==> src/rtl/shared_reg_arbiter.sv <==
// rtl/shared_reg_arbiter.sv - round-robin write arbiter with lock bursts and debug override for one shared register
module shared_reg_arbiter #(
  parameter int N        = 4,
  parameter int WIDTH    = 4,
  parameter int LOCK_MAX = 8
) (
  input  logic                 clk_i,
  input  logic                 rst_i,
  input  logic [N-1:0]         req_i,
  input  logic [N-1:0]         lock_i,
  input  logic [N*WIDTH-1:0]   wdata_i,
  input  logic                 ovr_en_i,
  input  logic [WIDTH-1:0]     ovr_val_i,
  output logic [N-1:0]         gnt_o,
  output logic                 wr_en_o,
  output logic [$clog2(N)-1:0] owner_o,
  output logic                 busy_o,
  output logic [WIDTH-1:0]     q_o
);

  localparam int PW = $clog2(N);
  localparam int CW = $clog2(LOCK_MAX + 1);
  localparam logic [CW:0] CNT_LAST = (CW+1)'(LOCK_MAX);

  typedef enum logic [1:0] {S_IDLE, S_GRANT, S_LOCK, S_OVR} state_t;

  state_t           state_q, state_d;
  logic [N-1:0]     gnt_q, gnt_d;
  logic             wr_en_q, wr_en_d;
  logic [PW-1:0]    owner_q, owner_d;
  logic [PW-1:0]    ptr_q, ptr_d;
  logic [CW-1:0]    cnt_q, cnt_d;
  logic [WIDTH-1:0] stored_q, stored_d;

  logic [PW-1:0]    cur_idx;
  logic [WIDTH-1:0] cur_data;
  logic             do_write;
  logic             cur_lock;
  logic [PW-1:0]    arb_ptr;
  logic [PW:0]      scan;
  logic             win_found;
  logic [PW-1:0]    win_idx;
  logic             rearb;

  function automatic logic [PW-1:0] ptr_inc(input logic [PW-1:0] i);
    return (i == PW'(N-1)) ? '0 : i + PW'(1);
  endfunction

  always_comb begin
    cur_idx  = '0;
    cur_data = '0;
    for (int i = 0; i < N; i++) begin
      if (gnt_q[i]) begin
        cur_idx  = PW'(i);
        cur_data = wdata_i[i*WIDTH +: WIDTH];
      end
    end
  end

  assign do_write = |(gnt_q & req_i);
  assign cur_lock = |(gnt_q & lock_i);
  // Re-arbitration at a write edge already sees the advanced pointer.
  assign arb_ptr  = do_write ? ptr_inc(cur_idx) : ptr_q;

  always_comb begin
    win_found = 1'b0;
    win_idx   = '0;
    scan      = '0;
    for (int k = 0; k < N; k++) begin
      scan = {1'b0, arb_ptr} + (PW+1)'(k);
      if (scan >= (PW+1)'(N)) begin
        scan = scan - (PW+1)'(N);
      end
      if (!win_found && req_i[scan[PW-1:0]]) begin
        win_found = 1'b1;
        win_idx   = scan[PW-1:0];
      end
    end
  end

  always_ff @(posedge clk_i or negedge rst_i) begin
    if (!rst_i) begin
      state_q  <= S_IDLE;
      gnt_q    <= '0;
      wr_en_q  <= 1'b0;
      owner_q  <= '0;
      ptr_q    <= '0;
      cnt_q    <= '0;
      stored_q <= '0;
    end else begin
      state_q  <= state_d;
      gnt_q    <= gnt_d;
      wr_en_q  <= wr_en_d;
      owner_q  <= owner_d;
      ptr_q    <= ptr_d;
      cnt_q    <= cnt_d;
      stored_q <= stored_d;
    end
  end

  always_comb begin
    state_d  = state_q;
    gnt_d    = gnt_q;
    wr_en_d  = 1'b0;
    owner_d  = owner_q;
    ptr_d    = ptr_q;
    cnt_d    = cnt_q;
    stored_d = stored_q;
    rearb    = 1'b0;
    if (ovr_en_i) begin
      state_d = S_OVR;
      gnt_d   = '0;
      cnt_d   = '0;
    end else begin
      case (state_q)
        S_OVR: begin
          state_d = S_IDLE;
          gnt_d   = '0;
          cnt_d   = '0;
        end
        S_IDLE: begin
          rearb = 1'b1;
        end
        S_GRANT, S_LOCK: begin
          rearb = 1'b1;
          if (do_write) begin
            stored_d = cur_data;
            owner_d  = cur_idx;
            ptr_d    = ptr_inc(cur_idx);
            wr_en_d  = 1'b1;
            // Expiry outranks lock: the capping write lands, then the grant is released.
            if (cur_lock) begin
              if (state_q == S_GRANT && LOCK_MAX > 1) begin
                state_d = S_LOCK;
                cnt_d   = CW'(1);
                rearb   = 1'b0;
              end else if (state_q == S_LOCK && ({1'b0, cnt_q} + (CW+1)'(1)) < CNT_LAST) begin
                cnt_d = cnt_q + CW'(1);
                rearb = 1'b0;
              end
            end
          end
        end
        default: begin
          state_d = S_IDLE;
          gnt_d   = '0;
        end
      endcase
      if (rearb) begin
        cnt_d = '0;
        if (win_found) begin
          state_d = S_GRANT;
          gnt_d   = {{(N-1){1'b0}}, 1'b1} << win_idx;
        end else begin
          state_d = S_IDLE;
          gnt_d   = '0;
        end
      end
    end
  end

  always_comb begin
    gnt_o   = gnt_q;
    wr_en_o = wr_en_q;
    owner_o = owner_q;
    busy_o  = (state_q == S_GRANT) || (state_q == S_LOCK);
    q_o     = ovr_en_i ? ovr_val_i : stored_q;
  end

endmodule

==> config.mk <==
export PLATFORM = sky130hd
export DESIGN_NAME = shared_reg_arbiter
export DESIGN_NICKNAME = d
export VERILOG_FILES = /design/src/rtl/shared_reg_arbiter.sv
export SDC_FILE = /design/constraint.sdc
export NUM_CORES = 1
export LEC_CHECK = 0
export CORE_MARGIN = 5
export CORE_UTILIZATION = 47
export CTS_BUF_LIST = sky130_fd_sc_hd__clkbuf_4 sky130_fd_sc_hd__clkbuf_8 sky130_fd_sc_hd__clkbuf_16
export CTS_CLUSTER_SIZE = 40
export DETAILED_ROUTE_END_ITERATION = 7
export GPL_TIMING_DRIVEN = 0
export PLACE_DENSITY = 0.84
export SLEW_MARGIN = 10
export SYNTH_ARGS = -nofsm -noshare
export SYNTH_HDL_FRONTEND = slang
export SYNTH_SLANG_ARGS = --single-unit
==> constraint.sdc <==
create_clock -name clk_i -period 2.25 [get_ports clk_i]
set_input_delay 0.225 -clock clk_i [delete_from_list [all_inputs] [get_ports clk_i]]
set_output_delay 0.225 -clock clk_i [all_outputs]
set_load 0.02 [all_outputs]
==> impl_metrics.yaml, run 1 <==
global_route:
  antenna_found_initial: 0
  grt_max_degree: 20
  overflow: 0
  grt_pass1_vias: 1434
  grt_pass1_wl_um: 6499
  grt_use_total: 0.1875
yosys:
  yosysSeqAreaShare: 0.3234
  syn_inst: 167
  synth_top_family_by_area: "compound AO/OA/AOI/OAI gates"
  ys_ff_latch: 19
  yosys_warnings: 0
  async_flop_share: 1.000
  yosys-top-cells-area: "dfrtp_1, ha_1, o21ai_0"
  synthMuxAreaShare: 0.06213
  post-synth-top-area-cell: "dfrtp_1"
  synth_area_per_cell_um2: 8.803
  synth-adder-area-share: 0.05106
  synth_top_area_share: 0.3234
  synthFlopType: "dfrtp_1"
  synth_edf_count: 0
  yosys.area_share.xor_xnor: 0
  synth.net_count: 204
  syn_area_um2: 1470
  synthDistinctLibCells: 48
  synth_compound_area_frac: 0.2843
  yosys.area_share.simple: 0.2247
job:
  drv_cap: 0
power_and_ir_drop:
  finalPower_uw: 1985
  p_leak_uw: 0.0008353
  combPwrFrac: 0.634
  power_density_nw_per_um2: 1001
  seq_power_share: 0.277
  pwr-share-clk: 0.089
  p_sw_frac: 0.4668
  cellInternalPower_uw: 1058
  vdd.ir_drop.worst_v: 0.0004585
  switching_power_uw: 926.3
routing:
  drc: 0
  drt_iter0_drc: 77
  antenna_left: 0
  dr.pass1.iters: 6
  dr_total_vias: 1514
  finalWirelength_um: 3906
  vias_per_cell: 5.937
  wl_per_cell_um: 15.32
finish:
  nets: 249
  n_antenna_cell: 0
  fin_area_um2: 1982
  syn2layout_area_growth_pct: 34.81
  layout_common_cells: "clkdlybuf4s50_1, dfrtp_1, nor2_1"
  ff_latch_area_um2: 476.7
  fillers: 245
  final_common_cell: "clkdlybuf4s50_1"
  multi_input_area_um2: 942.2
  drive_gt1_frac: 0.1422
  layout.cells.non_filler: 255
place:
  dpl-instance-area_um2: 1926
  routabilityCongestion: 0.8194
  place_inst: 251
  port_buffers: 40
  dp_hpwl_um: 3045
sta:
  hold_viol: 0
  worst_pin_slew_ns: 0.8383
  setup_viol: 0
  skew_ns: 0.005309
  max_freq_mhz: 460.9
  slew_viol_final: 0
  setup_tns_ns: 0
  slew_headroom: 0.4394
  period_minus_slack_ns: 2.170
  fin_crit_sh: 0.9644
floorplanning:
  initial_core_util: 0.4855
  dieArea_um2: 4347
  rows: 20
  ios: 43
  core_area_um2: 3028
  die_h_um: 65.93
  die_w_um: 65.93
worst_setup_path:
  crit_type: "flip-flop to flip-flop"
  critical_path_arrival_ns: 2.37
  cp.required_ns: 2.45
  crit_fanout: 8
  worstSetupEndpointType: "flip-flop"
  startpoint_type: "flip-flop"
cts:
  clkLatencyLatePin_ns: 0.30
  root_buffer: "clkbuf_4"
  cts_hold_buf: 0
  cts_tree: "yes"
  cts_sinks: 19
  postCtsSetupBuffers: 0
  clk_pin_slew_ns: 0.12
  cts_buffer_depth: 2
  numCtsBuffers: 3
  htreeDepth: 1
hold_path:
  hp-class: "primary input to flip-flop"
outcome:
  status: "complete, no violations"
-- final timing paths --
| check | start | to | slack [ns] | cells past startpoint |
|---|---|---|---|---|
| setup reg to reg | state_q[1]$_DFFE_PN0P_ | cnt_q[3]$_DFFE_PN0P_ | 0.08 | 8 |
| max in group asynchronous | rst_i | state_q[0]$_DFFE_PN0P_ | 1.29 | 1 |
| hold reg to reg | stored_q[3]$_DFFE_PN0P_ | stored_q[3]$_DFFE_PN0P_ | 0.51 | 2 |
| setup / recovery | state_q[1]$_DFFE_PN0P_ | cnt_q[3]$_DFFE_PN0P_ | 0.08 | 8 |
| hold / removal | ovr_en_i | state_q[1]$_DFFE_PN0P_ | 0.35 | 3 |
| min in group asynchronous | rst_i | cnt_q[3]$_DFFE_PN0P_ | 0.40 | 1 |
-- power by group through the flow --
stage | clock network, uW | registers [uW] | logic [uW]
after floorplan | 0 | 561 | 803
after global placement | 0 | 539 | 1160
after detailed placement | 0 | 550 | 1200
after CTS | 180 | 547 | 1220
after global routing | 191 | 561 | 1380
final | 176 | 550 | 1260
-- critical path, cell delays in order, from the launching register on --
cell      delay, ns
dfrtp_1        0.42
inv_1          0.12
ha_2           0.42
nor2b_2        0.22
nand2_1        0.11
o21ai_2        0.22
a211oi_4       0.09
and3_1         0.21
mux2_4         0.26
-- synthesized netlist by cell type, types with 2 or more instances --
cell,n
o21ai_1,2
nor3b_1,2
nor2_1,15
a22oi_2,2
inv_1,8
nand2_1,10
ha_1,6
and3_1,2
nand2b_1,8
o21ai_0,13
dfrtp_1,19
nor3_1,4
buf_2,4
nand3_1,5
mux2_2,5
a221oi_1,4
nor2b_1,7
a32o_1,3
o22ai_1,2
mux2i_1,2
a21oi_1,10
o31ai_1,3
nor4_1,2
nand3b_1,2
a22oi_4,2
clkbuf_1,3
-- per-stage QoR --
step / utilization / hold slack [ns] / setup slack [ns]
after global placement: 0.6360 / 0.4700 / -0.05133
after CTS: 0.6479 / 0.3503 / 0.03110
after global routing: 0.6545 / 0.4019 / -0.01234
after floorplan: - / -0.07059 / 0.07452
after detailed placement: 0.6360 / 0.4774 / -0.1254
final: 0.6545 / 0.3489 / 0.08016
-- state kept, by name (all words and copies together) (netlist names) --
| register | flops |
|---|---|
| stored_q | 4 |
| state_q | 2 |
| wr_en_o | 1 |
| ptr_q | 2 |
| gnt_o | 4 |
| cnt_q | 4 |
| owner_o | 2 |
-- logic make-up (layout without fill, tap and decap cells) --
| group | Yosys count | in the layout |
|---|---|---|
| muxes | 8 | 8 |
| and+or+nand+nor | 62 | 62 |
| adders and majority gates | 6 | 6 |
| AOI/OAI and AO/OA | 55 | 55 |
| buffers and inverters | 17 | 61 |
| DFF | 19 | 19 |
-- layout make-up --
class	count	share of cell area
Buffer	9	0.02525
Clock buffer	3	0.01136
Clock inverter	1	0.002525
Inverter	8	0.01515
Multi-Input combinational cell	131	0.4754
Sequential cell	19	0.2405
Tap cell	44	0.02778
Timing Repair Buffer	40	0.2020
-- what timing repair did --
action / in CTS / in global routing
gates resized for setup: 4 / 4
hold endpoints to repair: 0 / 0
setup endpoints to repair: 4 / 6
-- metal layers --
metal / wire length, um / global-route usage
met1: 1607 / 0.2357
met5: 0 / 0
met3: 339 / 0.04252
met4: 53 / 0.04315
met2: 1904 / 0.3254
Power figures use the tool's default switching activity.
==> inputs of run 2 (changes only) <==
==> constraint.sdc (replaced) <==
create_clock -name clk_i -period 2.25 [get_ports clk_i]
set_input_delay 0.45 -clock clk_i [delete_from_list [all_inputs] [get_ports clk_i]]
set_output_delay 0.45 -clock clk_i [all_outputs]
set_load 0.02 [all_outputs]
==> run 2 against run 1 <==
  * Via count up 0.40%
  * Clock power up 4%
  * Critical path type unchanged
  * Design area up 2.3%
  * Sequential share of layout area down 0.55 points
  * Utilization up 1.5 points
  * Global-route usage unchanged
==> impl_metrics.yaml, run 2 (same netlist as run 1, synthesis figures left out) <==
sta:
  slew_viol_final: 0
  setup_tns_ns: 0
  hold_viol: 0
  setup_viol: 0
  max_freq_mhz: 452.7
  skew_ns: 0.005533
  period_minus_slack_ns: 2.209
  worst_pin_slew_ns: 0.8728
  slew_headroom: 0.4163
  fin_crit_sh: 0.9817
hold_path:
  holdCritStartpoint: "stored_q[3]$_DFFE_PN0P_"
  hp-class: "flip-flop to flip-flop"
  min_to: "stored_q[3]$_DFFE_PN0P_"
  min_path_cells: 2
floorplanning:
  core_area_um2: 3028
  die_h_um: 65.93
  die_w_um: 65.93
  initial_core_util: 0.4855
  dieArea_um2: 4347
  rows: 20
  ios: 43
routing:
  dr.pass1.iters: 4
  dr_total_vias: 1520
  antenna_left: 0
  finalWirelength_um: 4031
  vias_per_cell: 5.869
  drc: 0
  drt_iter0_drc: 79
  wl_per_cell_um: 15.56
cts:
  cts_sinks: 19
  cts_buffer_depth: 2
  htreeDepth: 1
  clk_pin_slew_ns: 0.12
  numCtsBuffers: 3
  root_buffer: "clkbuf_4"
  clkLatencyLatePin_ns: 0.30
  cts_tree: "yes"
worst_setup_path:
  cp.required_ns: 2.45
  startpoint_type: "flip-flop"
  r2r_slack_ns: 0.04
  critPathTopFamily: "simple AND/OR/NAND/NOR gates"
  worstSetupEndpointType: "flip-flop"
  crit_path_max_incr_delay_ns: 0.45
  crit_fanout: 7
  slowest_stage: "dfrtp_2"
  critical_path_arrival_ns: 2.41
  r2r_start: "state_q[0]$_DFFE_PN0P_"
  worstRegToRegCells: 8
  critPathBufInv: 1
  crit_type: "flip-flop to flip-flop"
  r2r-end: "cnt_q[3]$_DFFE_PN0P_"
  path_cells: "inv_1 -> ha_2 -> nor2b_2 -> nand2_1 -> o21ai_4 -> a211oi_4 -> and3_1 -> mux2_4"
finish:
  syn2layout_area_growth_pct: 37.96
  fillers: 237
  drive_gt1_frac: 0.1674
  n_antenna_cell: 0
  multi_input_area_um2: 953.4
  utilization: 0.6698
  final_common_cell: "clkdlybuf4s50_1"
  nets: 253
  layout_common_cells: "clkdlybuf4s50_1, dfrtp_1, nor2_1"
  layout.cells.non_filler: 259
  ff_latch_area_um2: 476.7
global_route:
  grt_max_degree: 20
  antenna_found_initial: 0
  grt_pass1_wl_um: 6499
  overflow: 0
  grt_use_total: 0.1875
  grt_pass1_vias: 1434
place:
  routabilityCongestion: 0.8194
  dp_hpwl_um: 3045
  port_buffers: 40
  place_inst: 251
outcome:
  status: "complete, no violations"
power_and_ir_drop:
  switching_power_uw: 962.7
  p_sw_frac: 0.4667
  seq_power_share: 0.267
  finalPower_uw: 2063
  combPwrFrac: 0.645
  cellInternalPower_uw: 1100
  p_leak_uw: 0.0008843
  power_density_nw_per_um2: 1017
  pwr-share-clk: 0.088
  vdd.ir_drop.worst_v: 0.0004758
job:
  drv_cap: 0
[run 2: cell types whose count changed in the layout (fill, tap and decap cells not counted), sizes merged]
cell and change:
buf +4, clkdlybuf4s50 -3, dlymetal6s2s +2, dlygate4sd2 +1
[run 2: final cells by class]
cell class	instances	share of cell area
Clock buffer	3	0.01110
Buffer	9	0.02529
Timing Repair Buffer	44	0.2141
Inverter	8	0.01481
Sequential cell	19	0.2350
Tap cell	44	0.02714
Clock inverter	1	0.002468
Multi-Input combinational cell	131	0.4701
[run 2: power groups by stage]
| stage | clock network [uW] | registers (uW) | logic (uW) |
|---|---|---|---|
| after floorplan | 0 | 561 | 803 |
| after global placement | 0 | 539 | 1160 |
| after detailed placement | 0 | 550 | 1200 |
| after CTS | 180 | 547 | 1210 |
| after global routing | 191 | 562 | 1450 |
| final | 183 | 550 | 1330 |
[run 2: worst register-to-register path, cell delays in order, from the launching register on]
cell,delay [ns]
dfrtp_2,0.45
inv_1,0.11
ha_2,0.40
nor2b_2,0.22
nand2_1,0.15
o21ai_4,0.22
a211oi_4,0.08
and3_1,0.21
mux2_4,0.26
[run 2: stage by stage]
step,area (um2),hold slack [ns],setup slack [ns]
3_5_place_dp,1926,0.4774,-0.3504
5_1_grt,2028,0.5384,-0.02707
2_1_floorplan,1470,0.1544,0.07452
6_report,2028,0.5075,0.04113
4_1_cts,1961,0.5003,0.01259
3_3_place_gp,1926,0.4700,-0.2763
[run 2: worst max path at each step]
stage                           start                endpoint  slack [ns]  depth (start not counted)
4_1_cts                      req_i[1]    cnt_q[3]$_DFFE_PN0P_        0.01                          7
5_1_grt        state_q[0]$_DFFE_PN0P_    cnt_q[3]$_DFFE_PN0P_       -0.03                          8
3_3_place_gp                 req_i[1]    cnt_q[3]$_DFFE_PN0P_       -0.28                          7
6_report       state_q[0]$_DFFE_PN0P_    cnt_q[3]$_DFFE_PN0P_        0.04                          8
2_1_floorplan  state_q[0]$_DFFE_PN0P_    cnt_q[3]$_DFFE_PN0P_        0.07                          8
3_5_place_dp                 req_i[1]  state_q[0]$_DFFE_PN0P_       -0.35                          7
[run 2: metal layers]
layer | up-vias | track usage | part of all wire
met5 | - | 0 | 0
met2 | 78 | 0.3254 | 0.48
li1 | 715 | - | -
met3 | 6 | 0.04252 | 0.084
met1 | 721 | 0.2357 | 0.42
met4 | 0 | 0.04315 | 0.0082
[run 2: what timing repair did]
item | 4_1_cts | 5_1_grt
hold endpoints to repair | 0 | 0
pin swaps | 0 | 3
hold buffers | 0 | 0
cloned | 0 | 0
resized for setup | 5 | 10
setup endpoints to repair | 5 | 16
buffers inserted | 0 | 4
==> inputs of run 3 (changes only) <==
CTS_CLUSTER_SIZE = unset   (was 40)
SLEW_MARGIN = 20   (was 10)
==> results of run 3 <==
Final layout, timing and power as in run 2 (identical DEF).
